--- src/rtl/int_pkg.sv ---
// rtl/int_pkg.sv - shared register map, FSM states and default cause codes for int_ctrl
package int_pkg;

  localparam logic [1:0] INT_MASK   = 2'd0;
  localparam logic [1:0] INT_PEND   = 2'd1;
  localparam logic [1:0] INT_STATUS = 2'd2;
  localparam logic [1:0] INT_CAUSE  = 2'd3;

  localparam int DEF_CAUSE_BASE = 16;
  localparam int DEF_SW_CAUSE   = 8;

  typedef enum logic [1:0] {IDLE, REQ, SERVICE} int_state_e;

endpackage

--- src/rtl/int_prio_enc.sv ---
// rtl/int_prio_enc.sv - lowest-index-first priority encoder with valid flag
module int_prio_enc #(
  parameter int N = 8,
  parameter int W = (N > 1) ? $clog2(N) : 1
) (
  input  logic [N-1:0] req,
  output logic         valid,
  output logic [W-1:0] idx
);

  // Scanning downward lets the lowest set index overwrite any higher one.
  always_comb begin
    valid = |req;
    idx   = '0;
    for (int i = N - 1; i >= 0; i--) begin
      if (req[i]) idx = W'(i);
    end
  end

endmodule

--- src/rtl/int_ctrl.sv ---
// rtl/int_ctrl.sv - prioritised, maskable interrupt controller with req/ack/eret handshake
module int_ctrl
  import int_pkg::*;
#(
  parameter int              N_CH       = 8,
  parameter int              SYNC       = 2,
  parameter logic [N_CH-1:0] EDGE       = {N_CH{1'b1}},
  parameter int              CAUSE_BASE = DEF_CAUSE_BASE,
  parameter int              SW_CAUSE   = DEF_SW_CAUSE
) (
  input  logic            clk,
  input  logic            rst,
  input  logic [N_CH-1:0] irq,
  input  logic            sw_req,
  input  logic            cfg_we,
  input  logic [1:0]      cfg_addr,
  input  logic [31:0]     cfg_wdata,
  output logic [31:0]     cfg_rdata,
  output logic            int_req,
  output logic [31:0]     int_cause,
  input  logic            int_ack,
  input  logic            eret
);

  localparam int IW = (N_CH > 1) ? $clog2(N_CH) : 1;

  logic [N_CH-1:0] sync_q [SYNC];
  logic [N_CH-1:0] irq_s, irq_d, rise;
  logic [N_CH-1:0] pend_q, mask_q, elig, clr, pend_nxt;
  logic            swpend_q, gie_q, win_sw_q;
  logic [IW-1:0]   win_idx_q, enc_idx;
  logic            enc_valid;
  logic [31:0]     cause_q;
  int_state_e      state_q, state_d;
  logic            take, accept, finish;
  logic            wr_mask, wr_pend, wr_status;
  logic            unused_wdata;

  assign unused_wdata = ^cfg_wdata;

  assign irq_s = sync_q[SYNC-1];
  assign rise  = irq_s & ~irq_d;

  always_ff @(posedge clk or negedge rst) begin
    if (!rst) begin
      for (int i = 0; i < SYNC; i++) sync_q[i] <= '0;
      irq_d <= '0;
    end else begin
      sync_q[0] <= irq;
      for (int i = 1; i < SYNC; i++) sync_q[i] <= sync_q[i-1];
      irq_d <= irq_s;
    end
  end

  assign wr_mask   = cfg_we && (cfg_addr == INT_MASK);
  assign wr_pend   = cfg_we && (cfg_addr == INT_PEND);
  assign wr_status = cfg_we && (cfg_addr == INT_STATUS);

  assign elig = pend_q & mask_q;

  int_prio_enc #(.N(N_CH), .W(IW)) u_enc (
    .req   (elig),
    .valid (enc_valid),
    .idx   (enc_idx)
  );

  always_comb begin
    state_d = state_q;
    take    = 1'b0;
    accept  = 1'b0;
    finish  = 1'b0;
    case (state_q)
      IDLE: begin
        if (gie_q && (swpend_q || enc_valid)) begin
          state_d = REQ;
          take    = 1'b1;
        end
      end
      REQ: begin
        if (int_ack) begin
          state_d = SERVICE;
          accept  = 1'b1;
        end else if (!gie_q || (wr_status && !cfg_wdata[0])) begin
          state_d = IDLE;
        end
      end
      SERVICE: begin
        if (eret) begin
          state_d = IDLE;
          finish  = 1'b1;
        end
      end
      default: state_d = IDLE;
    endcase
  end

  // Set events are OR-ed in after clears so a same-cycle edge survives a W1C or ack.
  always_comb begin
    clr = wr_pend ? cfg_wdata[N_CH-1:0] : '0;
    if (accept && !win_sw_q) clr[win_idx_q] = 1'b1;
  end

  assign pend_nxt = (EDGE & ((pend_q & ~clr) | rise)) | (~EDGE & irq_s);

  always_ff @(posedge clk or negedge rst) begin
    if (!rst) begin
      state_q   <= IDLE;
      pend_q    <= '0;
      mask_q    <= '0;
      swpend_q  <= 1'b0;
      gie_q     <= 1'b0;
      win_sw_q  <= 1'b0;
      win_idx_q <= '0;
      cause_q   <= '0;
    end else begin
      state_q  <= state_d;
      pend_q   <= pend_nxt;
      swpend_q <= sw_req | (swpend_q & ~(accept & win_sw_q));
      if (wr_mask) mask_q <= cfg_wdata[N_CH-1:0];
      if (accept)         gie_q <= 1'b0;
      else if (finish)    gie_q <= 1'b1;
      else if (wr_status) gie_q <= cfg_wdata[0];
      if (take) begin
        win_sw_q  <= swpend_q;
        win_idx_q <= enc_idx;
        cause_q   <= swpend_q ? 32'(SW_CAUSE) : 32'(CAUSE_BASE) + 32'(enc_idx);
      end
    end
  end

  assign int_req   = (state_q == REQ);
  assign int_cause = cause_q;

  always_comb begin
    cfg_rdata = '0;
    case (cfg_addr)
      INT_MASK:   cfg_rdata = 32'(mask_q);
      INT_PEND:   cfg_rdata = 32'(pend_q);
      INT_STATUS: cfg_rdata = {31'b0, gie_q};
      INT_CAUSE:  cfg_rdata = cause_q;
      default:    cfg_rdata = '0;
    endcase
  end

endmodule

--- config.mk ---
export PLATFORM = sky130hd
export DESIGN_NAME = int_ctrl
export DESIGN_NICKNAME = d
export VERILOG_FILES = /design/src/rtl/int_pkg.sv /design/src/rtl/int_prio_enc.sv /design/src/rtl/int_ctrl.sv
export SDC_FILE = /design/constraint.sdc
export NUM_CORES = 1
export LEC_CHECK = 0
export CAP_MARGIN = 20
export CELL_PAD_IN_SITES_DETAIL_PLACEMENT = 1
export CELL_PAD_IN_SITES_GLOBAL_PLACEMENT = 2
export CORE_MARGIN = 1.5
export CORE_UTILIZATION = 27
export CTS_CLUSTER_DIAMETER = 80
export CTS_CLUSTER_SIZE = 14
export DETAILED_ROUTE_END_ITERATION = 8
export MAX_ROUTING_LAYER = met4
export PLACE_DENSITY_LB_ADDON = 0.1
export SYNTH_ARGS = -nofsm -noshare
export SYNTH_HDL_FRONTEND = slang
export SYNTH_SLANG_ARGS = --single-unit
export TNS_END_PERCENT = 50
--- constraint.sdc ---
create_clock -name clk -period 4 [get_ports clk]
set_input_delay 0.8 -clock clk [delete_from_list [all_inputs] [get_ports clk]]
set_output_delay 0.8 -clock clk [all_outputs]
set_load 0.005 [all_outputs]
==> metrics.md, run 1 <==
| Metric | Value |
|---|---|
| Die area | `9936 sq um` |
| Core Box Area | `9153 sq um` |
| Fmax | `296.3 MHz` |
| Asr flop ratio synth | `1.000` |
| DRC | `0` |
| Pleak | `1.292 nW` |
| Layout cells sized above 1 | `0.1051` |
| Post-Syn Area per Cell | `10.83 sq um` |
| Psw | `459.2 uW` |
| Worst-margin pin slew | `0.7815 ns` |
| WL/cell | `13.87 microns` |
| Non-filler cells, final | `387` |
| Total congestion overflow | `0` |
| EDFF count, synth | `0` |
| Max VDD drop | `141.1 uV` |
| Crit path launch | `cfg_addr[1]` |
| FF-to-FF Start | `state_q[1]$_DFFE_PN0P_` |
| Pre-Repair DR Iteration Count | `4` |
| Via density | `4.160` |
| FF-to-FF path depth | `4` |
| Min Tclk post-route | `3.376 ns` |
| CTS Sinks | `52` |
| H-tree levels | `2` |
| Inserted Diodes | `0` |
| Post-Syn Area | `2524 sq um` |
| Startpoint Class | `input port` |
| Post-synthesis sequential area ratio | `0.5156` |
| Layout Nets | `323` |
| Smallest hold slack | `0.3574 ns` |
| Synth top area cells | `dfrtp_1 (52%), buf_4 (15%), nand2_1 (4.0%)` |
| Clock transition at path regs | `0.10 ns` |
| Post-synth top area share | `0.5156` |
| Final setup fails | `0` |
| Power Density | `474.8 nW/um^2` |
| Total Neg Setup Slack | `0 ns` |
| Post-route cell area | `2923 sq um` |
| Post-CTS Setup Bufs | `0` |
| Status | `finished, final reports clean` |
| Post-route setup slack | `0.6245 ns` |
| Register share of total power | `0.508` |
| Initial Utilization | `0.2757` |
| Top Ports | `113` |
| Die Y | `99.68 microns` |
| Multi-input gate area | `960.9 sq um` |
| Final Hold Fails | `0` |
| Via count | `1610` |
| ANT nets after route | `0` |
| Row count | `35` |
| Post-Route Skew | `0.007550 ns` |
| Initial antenna violation count | `0` |
| Register area | `1301 sq um` |
| Rel. slew slack | `0.4771` |
| Largest net degree at the start of global routing | `33` |
| Dpl ws | `0.5948 ns` |
| Logic gate share of total power | `0.272` |
| WP data arrival | `2.58 ns` |
| RR Endpoint | `pend_q[0]$_DFF_PN0_` |
| Worst-Skew Late Latency | `0.30 ns` |
| Sw frac | `0.3310` |
| Final period util | `0.8439` |
| Worst Path Max Fanout | `15` |
| Max-slew violation count | `0` |
| Filler instances | `1049` |
| Inst Count DP | `379` |
| Dominant synthesized flop cell | `dfrtp_1` |
| Clock buffer count from CTS | `5` |
| Max cap viols | `0` |
| Synth Instances | `233` |
| Placed Area | `2834 sq um` |
| Post-synthesis register bit count | `52` |
| Longest Clk Path Bufs | `2` |
| Req. time, crit path | `3.20 ns` |
| Placer congestion estimate | `0.7030` |
| Total power draw | `1.388 mW` |
| CP endpoint kind | `primary output` |
| TritonCTS clock tree | `yes` |
| Die Wd | `99.68 microns` |
| Resized Gates After CTS | `0` |
| WL final | `5.368 mm` |
| Worst hold path type | `reg2reg` |
| Dpl hpwl | `4.031 mm` |
| Vias in the first global route | `1559` |
| CTS root buffer | `clkbuf_8` |
| Synth warn | `0` |
| Synth-to-Final Area Change | `15.82%` |
| First-pass GRT wire length | `8.790 mm` |
| Internal power | `928.4 uW` |
| Hold Buf Count CTS | `0` |
| Setup slack, reg-to-reg | `2.42 ns` |
| GRT Total Usage | `0.1202` |
| Worst setup path end | `cfg_rdata[0]` |
| Initial DRC count | `38` |
| Share of total power in the clock network | `0.220` |
| Port Buffers | `37` |
| Cell taking the most area after synthesis | `dfrtp_1` |
| Type of the worst setup path | `in2out` |
| Yosys cell types | `37` |
| Layout Utilization | `0.3193` |
| RSZ-0062 raised after global routing | `false` |
critical path, cell delays in order:
cell	delay [ns]
clkdlybuf4s50_1	0.88
mux4_2	0.42
clkdlybuf4s50_1	0.47
worst min path at each step:
| stage | startpoint | to | slack (ns) | depth (start not counted) |
|---|---|---|---|---|
| after floorplan | sync_q[8]$_DFF_PN0_ | irq_s[0]$_DFF_PN0_ | 0.33 | 0 |
| after global placement | sync_q[9]$_DFF_PN0_ | irq_s[1]$_DFF_PN0_ | 0.33 | 0 |
| after detailed placement | sync_q[8]$_DFF_PN0_ | irq_s[0]$_DFF_PN0_ | 0.34 | 0 |
| after CTS | sync_q[8]$_DFF_PN0_ | irq_s[0]$_DFF_PN0_ | 0.36 | 0 |
| after global routing | sync_q[9]$_DFF_PN0_ | irq_s[1]$_DFF_PN0_ | 0.38 | 0 |
| final | sync_q[8]$_DFF_PN0_ | irq_s[0]$_DFF_PN0_ | 0.36 | 0 |
logic make-up (layout without fill, tap and decap cells):
family	after synthesis	after routing	synth area share
AO/OA/AOI/OAI	44	44	0.1269
buffers and inverters	67	60	0.1780
flip-flops	52	52	0.5156
multiplexers	17	17	0.07635
AND/OR/NAND/NOR	52	52	0.1016
other	1	51	0.001486
synthesized netlist by cell type (2+ instances only):
cell	number
nor2_1	8
a22oi_2	2
o21ai_1	4
mux2_2	8
nand2_1	27
buf_2	2
a22o_1	2
a21oi_1	3
dfrtp_1	52
o211ai_1	6
mux2i_1	8
inv_1	12
nand3b_1	2
nand2b_1	4
o21ai_0	14
buf_4	52
a22oi_1	3
nand3_1	5
power by group through the flow:
stage	combinational (mW)	sequential (mW)	clock [mW]
final	0.377	0.705	0.305
after global routing	0.424	0.723	0.345
after CTS	0.383	0.708	0.319
after detailed placement	0.383	0.717	0
after global placement	0.382	0.717	0
after floorplan	0.262	0.685	0
layout make-up:
class / count / area share
Inverter: 12 / 0.01541
Multi-Input combinational cell: 164 / 0.3288
Clock buffer: 6 / 0.02483
Sequential cell: 52 / 0.4452
Timing Repair Buffer: 40 / 0.1327
Clock inverter: 2 / 0.005565
Tap cell: 111 / 0.04752
metal layers:
metal,vias to the layer above,global-route usage,wire (microns),share of wire
met5,-,-,0,0
met4,0,0.03250,49,0.0091
met3,7,0.02530,236,0.044
met2,49,0.1758,2490,0.46
met1,787,0.1688,2592,0.48
li1,767,-,-,-
registers in the layout, summed over array words and instances, names as in the netlist:
signal,flops
irq_d,8
sync_q,8
mask_q,8
pend_q,8
swpend_q,1
state_q,2
win_idx_q,3
irq_s,8
int_cause,5
gie_q,1
placed cells by master (no fill, tap or decap), types with 2 or more instances in the layout:
master,synthesis,layout
nand3_1,5,5
o21ai_1,4,4
buf_4,52,3
a22oi_1,3,3
o21ai_0,14,14
mux2_2,8,8
a22o_1,2,2
nor2_1,8,8
o211ai_1,6,6
nand2b_1,4,4
nand3b_1,2,2
nand2_1,27,27
conb_1,1,51
mux2i_1,8,8
clkdlybuf4s50_1,0,36
dfrtp_1,52,52
clkbuf_8,0,5
a22oi_2,2,2
a21oi_1,3,3
inv_1,12,12
Power figures use the tool's default switching activity.
==> run 2: changes to the inputs <==
CORE_UTILIZATION = 25   (was 27)
clock period = 3.3 ns   (was 4 ns; I/O delays follow)
==> run 2 against run 1 <==
Die area up 7.7%. Sequential share of layout area down 0.56 points. Via count up 2.0%. Global-route usage down 0.78 points. First-iteration DRC count down 16%. Register-to-register slack worse by 0.69 ns. Setup slack worse by 0.43 ns. Utilization down 1.6 points. Clock-buffer cell count down 1. Largest power group unchanged. Highest routed layer unchanged.
==> metrics.md, run 2 (synthesized netlist as in run 1, its figures left out) <==
| Metric | Value |
|---|---|
| Filler instances | `1145 (+9.2%)` |
| Worst-path cell chain | `clkdlybuf4s50_1 > buf_4 > mux2i_1 > o21ai_0 > clkdlybuf4s50_1` |
| Register area | `1301 sq um (unchanged)` |
| Hold Buf Count CTS | `0 (unchanged)` |
| Post-Route Skew | `0.01191 ns (+0.004360 ns)` |
| Non-filler cells, final | `410 (+5.9%)` |
| Die Wd | `103.5 microns (+3.8%)` |
| Die area | `10710 sq um (+7.7%)` |
| Slowest stage delay, CP | `0.66 ns (-0.22 ns)` |
| Worst hold path type | `reg2reg` |
| Setup slack, reg-to-reg | `1.73 ns (-0.69 ns)` |
| Initial antenna violation count | `0 (unchanged)` |
| Row count | `36 (+2.9%)` |
| Via density | `4.007 (-3.7%)` |
| Placer congestion estimate | `0.7172 (+2.0%)` |
| Slowest-stage cell, CP | `clkdlybuf4s50_1` |
| Multi-input gate area | `960.9 sq um (unchanged)` |
| Type of the worst setup path | `in2out` |
| TritonCTS clock tree | `yes` |
| Smallest hold slack | `0.3583 ns (+0.0009620 ns)` |
| Die Y | `103.5 microns (+3.8%)` |
| Vias in the first global route | `1596 (+2.4%)` |
| Layout Nets | `324 (+0.31%)` |
| Status | `finished, final reports clean` |
| H-tree levels | `2 (unchanged)` |
| Longest Clk Path Bufs | `2 (unchanged)` |
| Crit path launch | `cfg_addr[0]` |
| Worst-Skew Late Latency | `0.31 ns (about the same)` |
| Total Neg Setup Slack | `0 ns (unchanged)` |
| Core Box Area | `9774 sq um (+6.8%)` |
| Commonest non-fill, non-tap cell in the layout | `dfrtp_1` |
| Clock transition at path regs | `0.10 ns (about the same)` |
| Max VDD drop | `168.9 uV (+20%)` |
| CTS root buffer | `clkbuf_8` |
| ANT nets after route | `0 (unchanged)` |
| Dpl ws | `0.1663 ns (-0.4285 ns)` |
| Largest net degree at the start of global routing | `53 (+61%)` |
| Most used cell, CP | `clkdlybuf4s50_1` |
| Min Tclk post-route | `3.103 ns` |
| GRT Total Usage | `0.1124 (-0.007820)` |
| Pleak | `1.304 nW (+0.92%)` |
| First-pass GRT wire length | `8.652 mm (-1.6%)` |
| Final setup fails | `0 (unchanged)` |
| RR Endpoint | `pend_q[1]$_DFF_PN0_` |
| FF-to-FF Start | `state_q[1]$_DFFE_PN0P_` |
| Synth-to-Final Area Change | `17.30%` |
| WP data arrival | `2.44 ns (-0.14 ns)` |
| Layout Utilization | `0.3029 (-0.01648)` |
| Initial Utilization | `0.2582 (-0.01754)` |
| WL/cell | `13.12 microns (-5.4%)` |
| FF-to-FF path depth | `5 (+1)` |
| Startpoint Class | `input port` |
| Final Hold Fails | `0 (unchanged)` |
| WL final | `5.381 mm (+0.24%)` |
| Port Buffers | `37 (unchanged)` |
| Resized Gates After CTS | `0 (unchanged)` |
| Initial DRC count | `32 (-16%)` |
| Worst Path Max Fanout | `8 (-7)` |
| CP endpoint kind | `primary output` |
| Most frequent cells in the layout | `dfrtp_1 (52), conb_1 (51), clkdlybuf4s50_1 (36)` |
| Worst setup path end | `cfg_rdata[4]` |
| Via count | `1643 (+2.0%)` |
| Rel. slew slack | `0.5450 (+0.06790)` |
| Dpl hpwl | `4.027 mm (-0.10%)` |
| Top Ports | `113 (unchanged)` |
| Max cap viols | `0 (unchanged)` |
| Total congestion overflow | `0 (unchanged)` |
| Pre-Repair DR Iteration Count | `4 (unchanged)` |
| Req. time, crit path | `2.64 ns (-0.56 ns)` |
| Power Density | `567.5 nW/um^2 (+20%)` |
| DRC | `0 (unchanged)` |
| Max-slew violation count | `0 (unchanged)` |
| Clock buffer count from CTS | `5 (unchanged)` |
| Hold path cells | `0 (unchanged)` |
| Inst Count DP | `402 (+6.1%)` |
| RSZ-0062 raised after global routing | `false` |
| CTS Sinks | `52 (unchanged)` |
| Post-CTS Setup Bufs | `0 (unchanged)` |
| Inserted Diodes | `0 (unchanged)` |
| Post-route setup slack | `0.1974 ns (-0.4271 ns)` |
| Fmax | `322.3 MHz` |
| Worst-margin pin slew | `0.6825 ns (-0.09897 ns)` |
| Final period util | `0.9402` |
| Layout cells sized above 1 | `0.1119 (+0.006841)` |
[run 2: cell count changes in the layout (fill, tap and decap cells not counted), sizes merged]
| cell | change |
|---|---|
| inv | +1 |
| buf | +1 |
| clkinv | +1 |
| clkinvlp | -1 |
| clkbuf | -1 |
[run 2: critical path: cells and delay by family]
family                 cells  cell delay (ns)
AOI/OAI and AO/OA          1             0.12
buffers and inverters      3             1.37
muxes                      1             0.29
[run 2: layout make-up]
class | instances | share of cell area
timing repair buffer | 41 | 0.1336
clock inverter | 3 | 0.007608
clock buffer | 5 | 0.02325
sequential | 52 | 0.4396
multi-input combinational | 164 | 0.3246
inverter | 12 | 0.01522
tap | 133 | 0.05621
[run 2: per-layer routing]
metal,part of all wire,global-route usage,vias up,routed length (microns)
met5,0,-,-,0
met4,0.0076,0.03742,0,41
met3,0.048,0.02352,4,257
met2,0.46,0.1694,50,2491
met1,0.48,0.1506,816,2590
li1,-,-,773,-
[run 2: how the worst min path moves through the flow]
stage | startpoint | to | slack, ns
after floorplan | sync_q[8]$_DFF_PN0_ | irq_s[0]$_DFF_PN0_ | 0.33
final | sync_q[12]$_DFF_PN0_ | irq_s[4]$_DFF_PN0_ | 0.36
after detailed placement | sync_q[15]$_DFF_PN0_ | irq_s[7]$_DFF_PN0_ | 0.34
after global routing | sync_q[8]$_DFF_PN0_ | irq_s[0]$_DFF_PN0_ | 0.37
after CTS | sync_q[12]$_DFF_PN0_ | irq_s[4]$_DFF_PN0_ | 0.36
after global placement | sync_q[12]$_DFF_PN0_ | irq_s[4]$_DFF_PN0_ | 0.33
[run 2: power by group]
group | leakage [nW] | switching (mW) | internal [mW]
Clock | 0.0485 | 0.218 | 0.152
Sequential | 0.605 | 0.118 | 0.738
Combinational | 0.650 | 0.217 | 0.236
[run 2: metrics by stage]
step           power [mW]  instance area (sq um)
3_3_place_gp        1.330                   2869
2_1_floorplan       1.148                   2711
4_1_cts             1.722                   2960
3_5_place_dp        1.335                   2869
6_report            1.680                   2960
5_1_grt             1.824                   2960
==> run 3: changes to the inputs <==
SETUP_SLACK_MARGIN = 0.1   (was not set)
==> run 3 against run 2 <==
Maximum frequency increased by 12%. Critical endpoint is now cfg_rdata[3]. Via count barely moved. Critical path depth stayed put. Sequential share of layout area about the same. Setup slack gained 0.33 ns. Wire length about the same. Cell area hardly changed. Clock power hardly changed.
==> metrics.md, run 3 (synthesized netlist as in run 1, its figures left out) <==
| Metric | Value |
|---|---|
| Startpoint Class | `input port` |
| Rel. slew slack | `0.5450 (about the same)` |
| First-pass GRT wire length | `8.652 mm (unchanged)` |
| WL/cell | `13.12 microns (about the same)` |
| Max VDD drop | `167.5 uV (-0.85%)` |
| Most frequent cells in the layout | `dfrtp_1 (52), conb_1 (51), clkdlybuf4s50_1 (35)` |
| Power Density | `567.0 nW/um^2 (about the same)` |
| ANT nets after route | `0 (unchanged)` |
| CTS root buffer | `clkbuf_8` |
| CP endpoint kind | `primary output` |
| Longest Clk Path Bufs | `2 (unchanged)` |
| Status | `finished, final reports clean` |
| Dpl hpwl | `4.027 mm (unchanged)` |
| Worst-margin pin slew | `0.6825 ns (-0.00003827 ns)` |
| Port Buffers | `37 (unchanged)` |
| Inst Count DP | `402 (unchanged)` |
| Post-Route Skew | `0.01191 ns (unchanged)` |
| Clock buffer count from CTS | `5 (unchanged)` |
| CTS Sinks | `52 (unchanged)` |
| Req. time, crit path | `2.64 ns (about the same)` |
| Max-slew violation count | `0 (unchanged)` |
| Die Wd | `103.5 microns (unchanged)` |
| Non-filler cells, final | `410 (unchanged)` |
| Synth-to-Final Area Change | `17.40% (about the same)` |
| Pleak | `1.313 nW (+0.70%)` |
| Worst hold path type | `reg2reg` |
| WL final | `5.380 mm (about the same)` |
| Vias in the first global route | `1596 (unchanged)` |
| Largest net degree at the start of global routing | `53 (unchanged)` |
| Initial DRC count | `33 (+3.1%)` |
| Worst Path Max Fanout | `15 (+7)` |
| Initial antenna violation count | `0 (unchanged)` |
| Commonest non-fill, non-tap cell in the layout | `dfrtp_1` |
| Max cap viols | `0 (unchanged)` |
| Top Ports | `113 (unchanged)` |
| RSZ-0062 raised after global routing | `false` |
| Die Y | `103.5 microns (unchanged)` |
| Core Box Area | `9774 sq um (unchanged)` |
| Hold Buf Count CTS | `0 (unchanged)` |
| Layout Nets | `324 (unchanged)` |
| Via density | `4.010 (about the same)` |
| Placer congestion estimate | `0.7172 (unchanged)` |
| Pre-Repair DR Iteration Count | `4 (unchanged)` |
| Min Tclk post-route | `2.776 ns (-0.3263 ns)` |
| Clock transition at path regs | `0.10 ns (about the same)` |
| Final period util | `0.8413 (-0.09888)` |
| Total congestion overflow | `0 (unchanged)` |
| Inserted Diodes | `0 (unchanged)` |
| Row count | `36 (unchanged)` |
| Worst-Skew Late Latency | `0.31 ns (about the same)` |
| WP data arrival | `2.12 ns (-0.32 ns)` |
| GRT Total Usage | `0.1124 (unchanged)` |
| Layout cells sized above 1 | `0.1119 (unchanged)` |
| Initial Utilization | `0.2582 (unchanged)` |
| Final Hold Fails | `0 (unchanged)` |
| Die area | `10710 sq um (unchanged)` |
| Type of the worst setup path | `in2out` |
| Fmax | `360.2 MHz (+12%)` |
| Total Neg Setup Slack | `0 ns (unchanged)` |
| Final setup fails | `0 (unchanged)` |
| H-tree levels | `2 (unchanged)` |
| Smallest hold slack | `0.3583 ns (unchanged)` |
| TritonCTS clock tree | `yes` |
| DRC | `0 (unchanged)` |
| Via count | `1644 (+0.061%)` |
[run 3: cell type report]
class	count	area (sq um)
Timing Repair Buffer	41	397.9
Sequential cell	52	1301
Clock buffer	5	68.82
Clock inverter	3	22.52
Inverter	12	45.04
Multi-Input combinational cell	164	960.9
Tap cell	133	166.4
Fill cell	1144	6812
[run 3: critical path, stage by stage]
cell and delay, ns:
clkdlybuf4s50_1 0.45, buf_4 0.21, nand3_1 0.08, o21ai_0 0.14, clkdlybuf4s50_1 0.56
[run 3: report_power, final]
| part | leakage, nW | switching [mW] | total [mW] | internal, mW |
|---|---|---|---|---|
| clock network | 0.0485 | 0.218 | 0.370 | 0.152 |
| registers | 0.605 | 0.118 | 0.856 | 0.738 |
| logic | 0.660 | 0.217 | 0.454 | 0.236 |
[run 3: routing by layer]
layer / vias to the layer above / track usage / wire (microns)
li1: 773 / - / -
met4: 0 / 0.03742 / 41
met5: - / - / 0
met3: 4 / 0.02352 / 252
met2: 50 / 0.1694 / 2500
met1: 817 / 0.1506 / 2586
[run 3: final timing paths]
check / start / to / slack, ns / depth (start not counted)
max in group asynchronous: rst / sync_q[11]$_DFF_PN0_ / 2.38 / 2
min: sync_q[12]$_DFF_PN0_ / irq_s[4]$_DFF_PN0_ / 0.36 / 0
max reg2reg: state_q[1]$_DFFE_PN0P_ / pend_q[1]$_DFF_PN0_ / 1.73 / 5
min reg2reg: sync_q[12]$_DFF_PN0_ / irq_s[4]$_DFF_PN0_ / 0.36 / 0
max: cfg_addr[1] / cfg_rdata[3] / 0.52 / 5
min in group asynchronous: rst / pend_q[6]$_DFF_PN0_ / 0.47 / 2
[run 3: repair_timing]
action                     4_1_cts  5_1_grt
setup buffers                    0        0
setup endpoints to repair        0        2
resized for setup                0        1
[run 3: through the flow]
stage / total power, mW / worst slack, ns / cell area, sq um / utilization
after CTS: 1.722 / 0.1633 / 2960 / 0.3029
final: 1.680 / 0.5237 / 2963 / 0.3031
after floorplan: 1.148 / 1.295 / 2711 / -
after detailed placement: 1.335 / 0.1663 / 2869 / 0.2935
after global placement: 1.330 / 0.1674 / 2869 / 0.2935
after global routing: 1.826 / 0.4414 / 2963 / 0.3031
